**src/rtl/uart_port.sv**
```systemverilog
// 8N1 UART behind a two-register CPU I/O window: data at BASE, control/status at BASE+1.
// Both directions are buffered by circular FIFOs; CPU strobes act on their synchronised rising edge.
module uart_port #(
    parameter int unsigned CLK_HZ     = 27000000,
    parameter int unsigned BAUD       = 115200,
    parameter int unsigned FIFO_DEPTH = 16,
    parameter logic [7:0]  BASE       = 8'hE8
) (
    input  logic       clk,
    input  logic       rst,
    input  logic [7:0] ADDR,
    input  logic [7:0] DIN,
    input  logic       IORD,
    input  logic       IOWR,
    output logic [7:0] DOUT,
    output logic       SEL,
    output logic       UART_TX,
    input  logic       UART_RX
);
    localparam int unsigned DIV = CLK_HZ / BAUD;
    localparam int unsigned AW  = $clog2(FIFO_DEPTH);
    localparam int unsigned CW  = $clog2(DIV);
    localparam logic [CW-1:0] CNT_LAST  = CW'(DIV - 1);
    localparam logic [CW-1:0] HALF_LAST = CW'(DIV / 2 - 1);
    localparam logic [7:0] BASE_CS = BASE + 8'd1;

    localparam logic [1:0] S_IDLE  = 2'd0;
    localparam logic [1:0] S_START = 2'd1;
    localparam logic [1:0] S_DATA  = 2'd2;
    localparam logic [1:0] S_STOP  = 2'd3;

    // Bit order in the synchroniser vectors: {UART_RX, IOWR, IORD}.
    logic [2:0] sync_m_q, sync_m_d, sync_s_q, sync_s_d;
    logic [1:0] strb_p_q, strb_p_d;

    logic [AW:0] tx_wp_q, tx_wp_d, tx_rp_q, tx_rp_d;
    logic [AW:0] rx_wp_q, rx_wp_d, rx_rp_q, rx_rp_d;
    logic [7:0]  tx_mem_q [FIFO_DEPTH];
    logic [7:0]  rx_mem_q [FIFO_DEPTH];

    logic [1:0]    tx_st_q, tx_st_d, rx_st_q, rx_st_d;
    logic [CW-1:0] tx_cnt_q, tx_cnt_d, rx_cnt_q, rx_cnt_d;
    logic [2:0]    tx_bit_q, tx_bit_d, rx_bit_q, rx_bit_d;
    logic [7:0]    tx_sh_q, tx_sh_d, rx_sh_q, rx_sh_d;
    logic          tx_line_q, tx_line_d, rx_brk_q, rx_brk_d;
    logic          ovr_q, ovr_d, ferr_q, ferr_d;

    logic rd_end, wr_end, rx_line, sel_data, sel_ctrl;
    logic tx_empty, tx_full, rx_empty, rx_full, tx_busy;
    logic tx_push, tx_pop, tx_flush, rx_push, rx_pop, rx_flush;
    logic tx_tick, rx_store, ferr_set, ovr_set, sticky_clr;
    logic [7:0] tx_head, rx_head, status;

    always_comb begin
        sync_m_d = {UART_RX, IOWR, IORD};
        sync_s_d = sync_m_q;
        strb_p_d = sync_s_q[1:0];
    end

    assign rd_end   = sync_s_q[0] & ~strb_p_q[0];
    assign wr_end   = sync_s_q[1] & ~strb_p_q[1];
    assign rx_line  = sync_s_q[2];
    assign sel_data = (ADDR == BASE);
    assign sel_ctrl = (ADDR == BASE_CS);
    assign SEL      = sel_data | sel_ctrl;

    assign tx_empty = (tx_wp_q == tx_rp_q);
    assign tx_full  = (tx_wp_q[AW] != tx_rp_q[AW]) && (tx_wp_q[AW-1:0] == tx_rp_q[AW-1:0]);
    assign rx_empty = (rx_wp_q == rx_rp_q);
    assign rx_full  = (rx_wp_q[AW] != rx_rp_q[AW]) && (rx_wp_q[AW-1:0] == rx_rp_q[AW-1:0]);
    assign tx_head  = tx_mem_q[tx_rp_q[AW-1:0]];
    assign rx_head  = rx_mem_q[rx_rp_q[AW-1:0]];

    // A pop in the same cycle frees a slot, so a push into a full FIFO still lands.
    assign tx_push  = wr_end & sel_data & (~tx_full | tx_pop);
    assign tx_flush = wr_end & sel_ctrl & DIN[0];
    assign rx_pop   = rd_end & sel_data & ~rx_empty;
    assign rx_flush = wr_end & sel_ctrl & DIN[1];
    assign rx_push  = rx_store & (~rx_full | rx_pop);
    assign ovr_set  = rx_store & rx_full & ~rx_pop;
    assign sticky_clr = (rd_end & sel_ctrl) | (wr_end & sel_ctrl & DIN[2]);

    always_comb begin
        tx_wp_d = tx_wp_q + {{AW{1'b0}}, tx_push};
        tx_rp_d = tx_flush ? tx_wp_q : tx_rp_q + {{AW{1'b0}}, tx_pop};
        rx_wp_d = rx_wp_q + {{AW{1'b0}}, rx_push};
        rx_rp_d = rx_flush ? rx_wp_d : rx_rp_q + {{AW{1'b0}}, rx_pop};
        ovr_d   = ovr_set | (ovr_q & ~sticky_clr);
        ferr_d  = ferr_set | (ferr_q & ~sticky_clr);
    end

    assign tx_tick = (tx_cnt_q == CNT_LAST);

    always_comb begin
        tx_st_d  = tx_st_q;
        tx_bit_d = tx_bit_q;
        tx_sh_d  = tx_sh_q;
        tx_pop   = 1'b0;
        tx_cnt_d = (tx_st_q == S_IDLE || tx_tick) ? '0 : tx_cnt_q + 1'b1;
        case (tx_st_q)
            S_IDLE: begin
                if (!tx_empty) begin
                    tx_pop  = 1'b1;
                    tx_sh_d = tx_head;
                    tx_st_d = S_START;
                end
            end
            S_START: begin
                if (tx_tick) begin
                    tx_bit_d = '0;
                    tx_st_d  = S_DATA;
                end
            end
            S_DATA: begin
                if (tx_tick) begin
                    tx_sh_d  = {1'b1, tx_sh_q[7:1]};
                    tx_bit_d = tx_bit_q + 1'b1;
                    if (tx_bit_q == 3'd7) tx_st_d = S_STOP;
                end
            end
            default: begin
                if (tx_tick) begin
                    if (!tx_empty) begin
                        tx_pop  = 1'b1;
                        tx_sh_d = tx_head;
                        tx_st_d = S_START;
                    end else begin
                        tx_st_d = S_IDLE;
                    end
                end
            end
        endcase
        case (tx_st_d)
            S_START: tx_line_d = 1'b0;
            S_DATA:  tx_line_d = tx_sh_d[0];
            default: tx_line_d = 1'b1;
        endcase
    end

    // Receiver: START re-checks the line half a bit in to reject glitches.
    always_comb begin
        rx_st_d  = rx_st_q;
        rx_cnt_d = rx_cnt_q + 1'b1;
        rx_bit_d = rx_bit_q;
        rx_sh_d  = rx_sh_q;
        rx_brk_d = rx_brk_q;
        rx_store = 1'b0;
        ferr_set = 1'b0;
        case (rx_st_q)
            S_IDLE: begin
                rx_cnt_d = '0;
                if (!rx_line) rx_st_d = S_START;
            end
            S_START: begin
                if (rx_cnt_q == HALF_LAST) begin
                    rx_cnt_d = '0;
                    rx_bit_d = '0;
                    rx_st_d  = rx_line ? S_IDLE : S_DATA;
                end
            end
            S_DATA: begin
                if (rx_cnt_q == CNT_LAST) begin
                    rx_cnt_d = '0;
                    rx_sh_d  = {rx_line, rx_sh_q[7:1]};
                    rx_bit_d = rx_bit_q + 1'b1;
                    if (rx_bit_q == 3'd7) rx_st_d = S_STOP;
                end
            end
            default: begin
                if (rx_brk_q) begin
                    rx_cnt_d = '0;
                    if (rx_line) begin
                        rx_brk_d = 1'b0;
                        rx_st_d  = S_IDLE;
                    end
                end else if (rx_cnt_q == CNT_LAST) begin
                    rx_cnt_d = '0;
                    if (rx_line) begin
                        rx_store = 1'b1;
                        rx_st_d  = S_IDLE;
                    end else begin
                        ferr_set = 1'b1;
                        rx_brk_d = 1'b1;
                    end
                end
            end
        endcase
    end

    assign tx_busy = (tx_st_q != S_IDLE) | ~tx_empty;
    assign status  = {3'b000, tx_busy, ferr_q, ovr_q, ~rx_empty, ~tx_full};
    assign UART_TX = tx_line_q;

    always_comb begin
        DOUT = 8'hFF;
        if (sel_data)      DOUT = rx_empty ? 8'h00 : rx_head;
        else if (sel_ctrl) DOUT = status;
    end

    always_ff @(posedge clk or negedge rst) begin
        if (!rst) begin
            sync_m_q  <= '1;
            sync_s_q  <= '1;
            strb_p_q  <= '1;
            tx_wp_q   <= '0;
            tx_rp_q   <= '0;
            rx_wp_q   <= '0;
            rx_rp_q   <= '0;
            tx_st_q   <= S_IDLE;
            tx_cnt_q  <= '0;
            tx_bit_q  <= '0;
            tx_line_q <= 1'b1;
            rx_st_q   <= S_IDLE;
            rx_cnt_q  <= '0;
            rx_bit_q  <= '0;
            rx_brk_q  <= 1'b0;
            ovr_q     <= 1'b0;
            ferr_q    <= 1'b0;
        end else begin
            sync_m_q  <= sync_m_d;
            sync_s_q  <= sync_s_d;
            strb_p_q  <= strb_p_d;
            tx_wp_q   <= tx_wp_d;
            tx_rp_q   <= tx_rp_d;
            rx_wp_q   <= rx_wp_d;
            rx_rp_q   <= rx_rp_d;
            tx_st_q   <= tx_st_d;
            tx_cnt_q  <= tx_cnt_d;
            tx_bit_q  <= tx_bit_d;
            tx_line_q <= tx_line_d;
            rx_st_q   <= rx_st_d;
            rx_cnt_q  <= rx_cnt_d;
            rx_bit_q  <= rx_bit_d;
            rx_brk_q  <= rx_brk_d;
            ovr_q     <= ovr_d;
            ferr_q    <= ferr_d;
        end
    end

    // Byte storage and shifters carry data only and are never reset.
    always_ff @(posedge clk) begin
        if (tx_push) tx_mem_q[tx_wp_q[AW-1:0]] <= DIN;
        if (rx_push) rx_mem_q[rx_wp_q[AW-1:0]] <= rx_sh_q;
        tx_sh_q <= tx_sh_d;
        rx_sh_q <= rx_sh_d;
    end

endmodule
```
**config.mk**
```make
export PLATFORM = sky130hd
export DESIGN_NAME = uart_port
export DESIGN_NICKNAME = d
export VERILOG_FILES = /design/src/rtl/uart_port.sv
export SDC_FILE = /design/constraint.sdc
export NUM_CORES = 1
export LEC_CHECK = 0
export ABC_AREA = 1
export BUFFER_PORTS_ARGS = -buffer_cell sky130_fd_sc_hd__buf_2
export CAP_MARGIN = 20
export CORE_ASPECT_RATIO = 0.75
export CORE_MARGIN = 2
export CORE_UTILIZATION = 55
export DETAILED_ROUTE_END_ITERATION = 12
export GPL_TIMING_DRIVEN = 0
export HOLD_SLACK_MARGIN = 0.08
export PLACE_DENSITY = 0.71
export SYNTH_ARGS = -nofsm -noshare
export SYNTH_HDL_FRONTEND = slang
export SYNTH_SLANG_ARGS = --single-unit
```
**constraint.sdc**
```tcl
create_clock -name clk -period 2.4 [get_ports clk]
set_input_delay 0.12 -clock clk [delete_from_list [all_inputs] [get_ports clk]]
set_output_delay 0.12 -clock clk [all_outputs]
set_load 0.005 [all_outputs]
```
Word-level counts from Yosys, hierarchy flattened
Memories as Yosys holds them, arrays and structs flattened.
Index checks and enable logic that the tools add are counted.
Widths: inputs -> output; s select.
{"block": "totals", "reg_bits": 74, "latchBits": 0, "mem_bits_rw": 256, "mem_bits_ro": 0, "inputBits": 21, "elab_cells": 157, "n_memories": 2}
{"block": "op_classes", "addsub": 8, "mul": 0, "div_mod_pow": 0, "order_cmp": 0, "n_eq_ne": 25, "shift": 0, "n_mux": 53, "n_bitwise": 32, "n_reduce_logical": 17}
{"name": "rx_mem_q", "words": 16, "width": 8, "rd": 1, "rd_ports_with_merged_regs": 0, "write_ports": 1, "line": "39", "source": "logic [7:0] rx_mem_q [FIFO_DEPTH];"}
{"name": "tx_mem_q", "words": 16, "width": 8, "rd": 1, "rd_ports_with_merged_regs": 0, "write_ports": 1, "line": "38", "source": "logic [7:0] tx_mem_q [FIFO_DEPTH];"}
{"operator": "$mux 8", "count": 10}
{"operator": "$pmux 8 s3", "count": 2}
{"operator": "$eq 8x8->1 const B", "count": 4}
{"operator": "$mux 2", "count": 13}
{"operator": "$add 5x1->5", "count": 4}
{"operator": "$add 8x1->8 const B", "count": 2}
{"operator": "$and 1x1->1", "count": 16}
{"operator": "$mux 1", "count": 16}
{"operator": "$mux 3", "count": 4}
{"operator": "$ne 2x2->1 const B", "count": 6}
{"operator": "$pmux 2 s3", "count": 2}
{"operator": "$pmux 3 s2", "count": 2}
{"operator": "$eq 5x5->1", "count": 2}
{"operator": "$mux 5", "count": 2}
{"operator": "$not 1->1", "count": 9}
{"operator": "$reduce_and 3->1", "count": 3}
{"operator": "$eq 4x4->1", "count": 2}
{"operator": "$eq 8x7->1 const B", "count": 1}
{"operator": "$reduce_bool 2->1", "count": 4}
{"operator": "$or 1x1->1", "count": 7}
{"operator": "$add 3x1->3 const B", "count": 2}
{"operator": "$eq 2x1->1 const B", "count": 3}
{"operator": "$eq 2x2->1 const B", "count": 3}
{"operator": "$eq 3x3->1 const B", "count": 2}
{"operator": "other kinds (10)", "count": 14}

Logic depth before layout (Yosys ltp)
{"block": "depth", "word_depth": 8, "mapped_depth": 17, "depth_no_buf": 16}

Least setup slack after synthesis
OpenSTA, ideal clock, no wires.
{"block": "synth_path", "path_kind": "reg-to-reg", "startpoint": "register tx_cnt_q[1]", "endpoint": "memory tx_mem_q[0][0] (enable)", "setup_ns": 0.370, "arrival_ns": 1.869, "slack_ns": 0.160, "path_stages_with_launch": 12, "period_less_slack_ns": 2.240, "cell_sequence": "dfrtp_1 -> inv_1 -> ha_1 -> nand2_1 -> nor2_1 -> nand2_2 -> nor3_4 -> or2_1 -> nand2_1 -> nand2_2 -> nand4_2 -> nor2_1"}
{"block": "synth_between", "elab_chain_cells": 7}
{"element": "start, declared", "line": "42", "source": "logic [CW-1:0] tx_cnt_q, tx_cnt_d, rx_cnt_q, rx_cnt_d;"}
{"element": "start signal, assigned", "line": "228", "source": "tx_cnt_q <= tx_cnt_d;"}
{"element": "$eq 8x8->1", "line": "92", "source": "assign tx_tick = (tx_cnt_q == CNT_LAST);"}
{"element": "$mux 1", "line": "122", "source": "if (tx_tick) begin"}
{"element": "$pmux 1 s2", "line": "100", "source": "case (tx_st_q)"}
{"element": "$or 1x1->1", "line": "75", "source": "assign tx_push = wr_end & sel_data & (~tx_full | tx_pop);"}
{"element": "$and 1x1->1", "line": "75"}
{"element": "$mux 1", "line": "242", "source": "if (tx_push) tx_mem_q[tx_wp_q[AW-1:0]] <= DIN;"}
{"element": "$mux 1 (not written as such)", "line": "242"}
{"element": "end, declared", "line": "38"}
No other way between the ends.

Final worst setup path
{"block": "layout_path", "startpoint": "register rx_rp_q[0]", "endpoint": "output DOUT[4]"}
{"block": "layout_between", "elab_chain_cells": 3, "elab_cells_between_ends": 4, "classes_between": "eq/ne: 1; mux: 2; memory: 1"}
{"element": "start, declared", "line": "37", "source": "logic [AW:0] rx_wp_q, rx_wp_d, rx_rp_q, rx_rp_d;"}
{"element": "start signal, assigned", "line": "226", "source": "rx_rp_q <= rx_rp_d;"}
{"element": "$mem_v2 16x8 / $eq 5x5->1 (equally long branches)"}
{"element": "$mux 8 * (2 in a row)", "line": "196", "source": "if (sel_data) DOUT = rx_empty ? 8'h00 : rx_head;"}
{"element": "end, declared", "line": "15", "source": "output logic [7:0] DOUT,"}
Mark *: on every way between the ends. The rest lies on a longest branch, timed or not.

==> out/metrics.yaml <==
route:
  vias: 10052
  routedWlPerCell_um: 21.1
  drtAntennaViolNets: 0
  vias_per_cell: 5.94
  drc: 0
  routed_wl_um: 35700
  first_iter_violations: 1345
  drt-pass1-iter-count: 5
synthesis:
  synth-seq-area-share_pct: 69.2
  synth_fp_nets: 1243
  avgSynthCellArea_um2: 11.5
  async_flop_share_pct: 17.6
  synth_warnings: 0
  synth_top_flop_cell: "edfxtp_1"
  synth_cells: 1205
  synth_cell_types: 43
  ys_ff_latch: 330
  synth_edf_count: 271
  synth_area_mm2: 0.0139
die:
  io_pins: 31
  die_x_um: 188
  fp-row-count: 50
  die_area_mm2: 0.0266
  core_area_mm2: 0.0249
  start_util_pct: 55.8
  fp.dieH_um: 142
global_route:
  antenna_found_initial: 0
  track_usage_pct: 25.8
  grt_pass1_wl_um: 52400
  globalRouteOverflowTotal: 0
  grt_pass1_vias: 9501
  grt_max_degree: 33
timing:
  finalCritPeriodShare_pct: 104
  hold_viol_final: 0
  setup_viol: 11
  fmax_mhz: 402
  setup_ws_ns: -0.0894
  tightest_slew_ns: 0.946
  final-max-slew-violation-count: 0
  finalCriticalPeriod_ns: 2.49
  slew_headroom_pct: 36.3
  rsz0062_at_grt: "yes"
  fin_skew_ns: 0.0291
finish:
  final_common_cell: "edfxtp_1"
  final_cells: 1693
  fin_util_pct: 68.6
  area_delta_synth_final_pct: 22.9
  diodes: 0
  nNetsFinal: 1369
  layout-drive-gt1-share_pct: 21.0
  most-common-layout-cells: "271 x edfxtp_1, 172 x nor2_1, 151 x nand2_1"
  final_cell_area_mm2: 0.0171
worst_setup_path:
  cp.arrival_ns: 2.37
  cp-start-kind: "flip-flop"
  rr_worst_depth: 10
  worstPathMaxFanout: 9
  rrSetupSlack_ns: -0.01
  regToRegEndpoint: "tx_sh_q[3]"
  critPathKind: "flip-flop to primary output"
  end_kind: "primary output"
  timing.rr.start: "tx_rp_q[0]"
  critPathRequiredTime_ns: 2.28
placement:
  dp.cells: 1574
  port_buffers: 30
  gp_congestion: 0.875
  dp_slack_ns: -0.584
  hpwl_um: 21500
  dpl-instance-area_mm2: 0.0145
clocking:
  cts_made_buffers: 34
  cts.sinks: 330
  cts_buffer_depth: 3
  cts-root-buf: "clkbuf_16"
  clock_latency_ns: 0.52
  clkSlewWorstSetupHoldPaths_ns: 0.06
  cts_tree: "built"
  h-tree-depth: 2
power_and_ir_drop:
  intPower_mw: 9.47
  power_frac_seq_pct: 52.4
  swShare_pct: 19.7
  p_switching_mw: 2.32
  p_leak_nw: 6.19
  power_frac_comb_pct: 1.7
  pwr-share-clk_pct: 45.9
  vdd_drop_max_mv: 0.484
  power.total_mw: 11.8
  powerDensity_mw_per_mm2: 691
outcome:
  status: "finished with violations"
  violations: "negative setup slack"
worst_hold_path:
  hp-class: "primary input to async pin"
run:
  cap_violations: 0
[kinds of logic (layout without fill, tap and decap cells)]
| group | after synthesis | in the layout | share of synthesized area [%] |
|---|---|---|---|
| AND/OR/NAND/NOR | 484 | 484 | 14.9 |
| flip-flops | 330 | 330 | 69.2 |
| AO/OA/AOI/OAI | 229 | 229 | 9.31 |
| buffers and inverters | 123 | 273 | 3.61 |
| XOR/XNOR | 22 | 22 | 1.39 |
| adder cells (fa/ha/maj) | 17 | 17 | 1.53 |
[repair_timing]
action | CTS | global route
setup endpoints to repair | 268 | 277
setup buffers | 20 | 27
gates resized for setup | 128 | 75
hold buffers | 12 | 0
hold endpoints to repair | 182 | 0
pin swaps | 22 | 35
gates cloned | 2 | 0
[state kept, by name, indices dropped and copies added, names as in the netlist, 2 cells and up]
signal	cells
rx_mem_q	128
tx_sh_q	8
strb_p_q	2
tx_st_q	2
tx_cnt_q	8
rx_cnt_q	8
rx_bit_q	3
sync_m_q	3
rx_wp_q	5
tx_mem_q	128
sync_s_q	3
rx_st_q	2
tx_rp_q	5
tx_bit_q	3
rx_sh_q	8
tx_wp_q	5
rx_rp_q	5
[synth_stat cells, drive strengths merged (3+ instances only)]
library cell / number / area, um2
nand2: 160 / 608
nor3: 16 / 118
edfxtp: 271 / 8140
nand3: 65 / 325
xor2: 17 / 149
nand4: 14 / 113
ha: 17 / 213
o221ai: 10 / 87.6
a21oi: 13 / 65.1
buf: 19 / 111
dfstp: 9 / 236
nor3b: 3 / 22.5
o21ai: 146 / 731
clkbuf: 31 / 116
dfrtp: 49 / 1230
nor2: 214 / 816
o22ai: 34 / 213
inv: 72 / 270
a22o: 3 / 26.3
or2: 8 / 50.1
xnor2: 5 / 43.8
o211ai: 19 / 143
[worst max-delay path, stage by stage (launching register included)]
cell	delay [ns]
dfrtp_2	0.46
inv_2	0.08
buf_8	0.15
clkbuf_16	0.16
nor2_2	0.07
o22ai_1	0.08
o211ai_1	0.41
nand3_1	0.14
nand2_1	0.12
o21ai_2	0.07
buf_2	0.13
[per-layer routing]
metal | part of all wire (%) | wire, um | track usage, % | vias up
met1 | 42 | 15100 | 39.2 | 4853
met4 | 2.4 | 859 | 6.67 | 0
met3 | 11 | 4040 | 5.89 | 94
met5 | 0 | 0 | 0 | -
li1 | - | - | - | 4516
met2 | 44 | 15600 | 37.7 | 589
[through the flow]
stage          hold slack, ns  setup TNS, ns
2_1_floorplan          -0.176              0
3_3_place_gp            0.226         -82.36
3_5_place_dp            0.161         -92.70
4_1_cts                 0.131         -10.81
5_1_grt                 0.244         -15.69
6_report                0.168         -0.312
[cell type report]
cell class	instances	area [um2]
fill	1720	7820
sequential	330	9630
multi-input combinational	752	4280
tap	338	423
clock buffer	41	908
timing repair buffer	92	960
buffer	48	377
clock inverter	19	221
inverter	73	279
[power groups by stage]
| stage | Combinational [mW] | Sequential [mW] | Clock (mW) |
|---|---|---|---|
| 6_report | 0.199 | 6.18 | 5.41 |
| 5_1_grt | 0.219 | 6.18 | 5.66 |
| 4_1_cts | 0.190 | 6.18 | 5.43 |
| 3_5_place_dp | 0.172 | 6.30 | 0 |
| 3_3_place_gp | 0.164 | 6.30 | 0 |
| 2_1_floorplan | 0.0645 | 6.30 | 0 |
[worst max-delay path by stage]
stage	start	cells after the start	slack (ns)	endpoint
2_1_floorplan	tx_cnt_q[1]	11	0.16	tx_mem_q[0][0]
3_3_place_gp	tx_cnt_q[1]	11	-0.51	tx_mem_q[8][4]
3_5_place_dp	tx_cnt_q[1]	11	-0.58	tx_mem_q[8][4]
4_1_cts	rx_cnt_q[1]	11	-0.16	rx_mem_q[7][5]
5_1_grt	rx_cnt_q[5]	13	-0.17	rx_rp_q[4]
6_report	rx_rp_q[0]	10	-0.09	DOUT[4]
(Power assumes the default switching activity.)
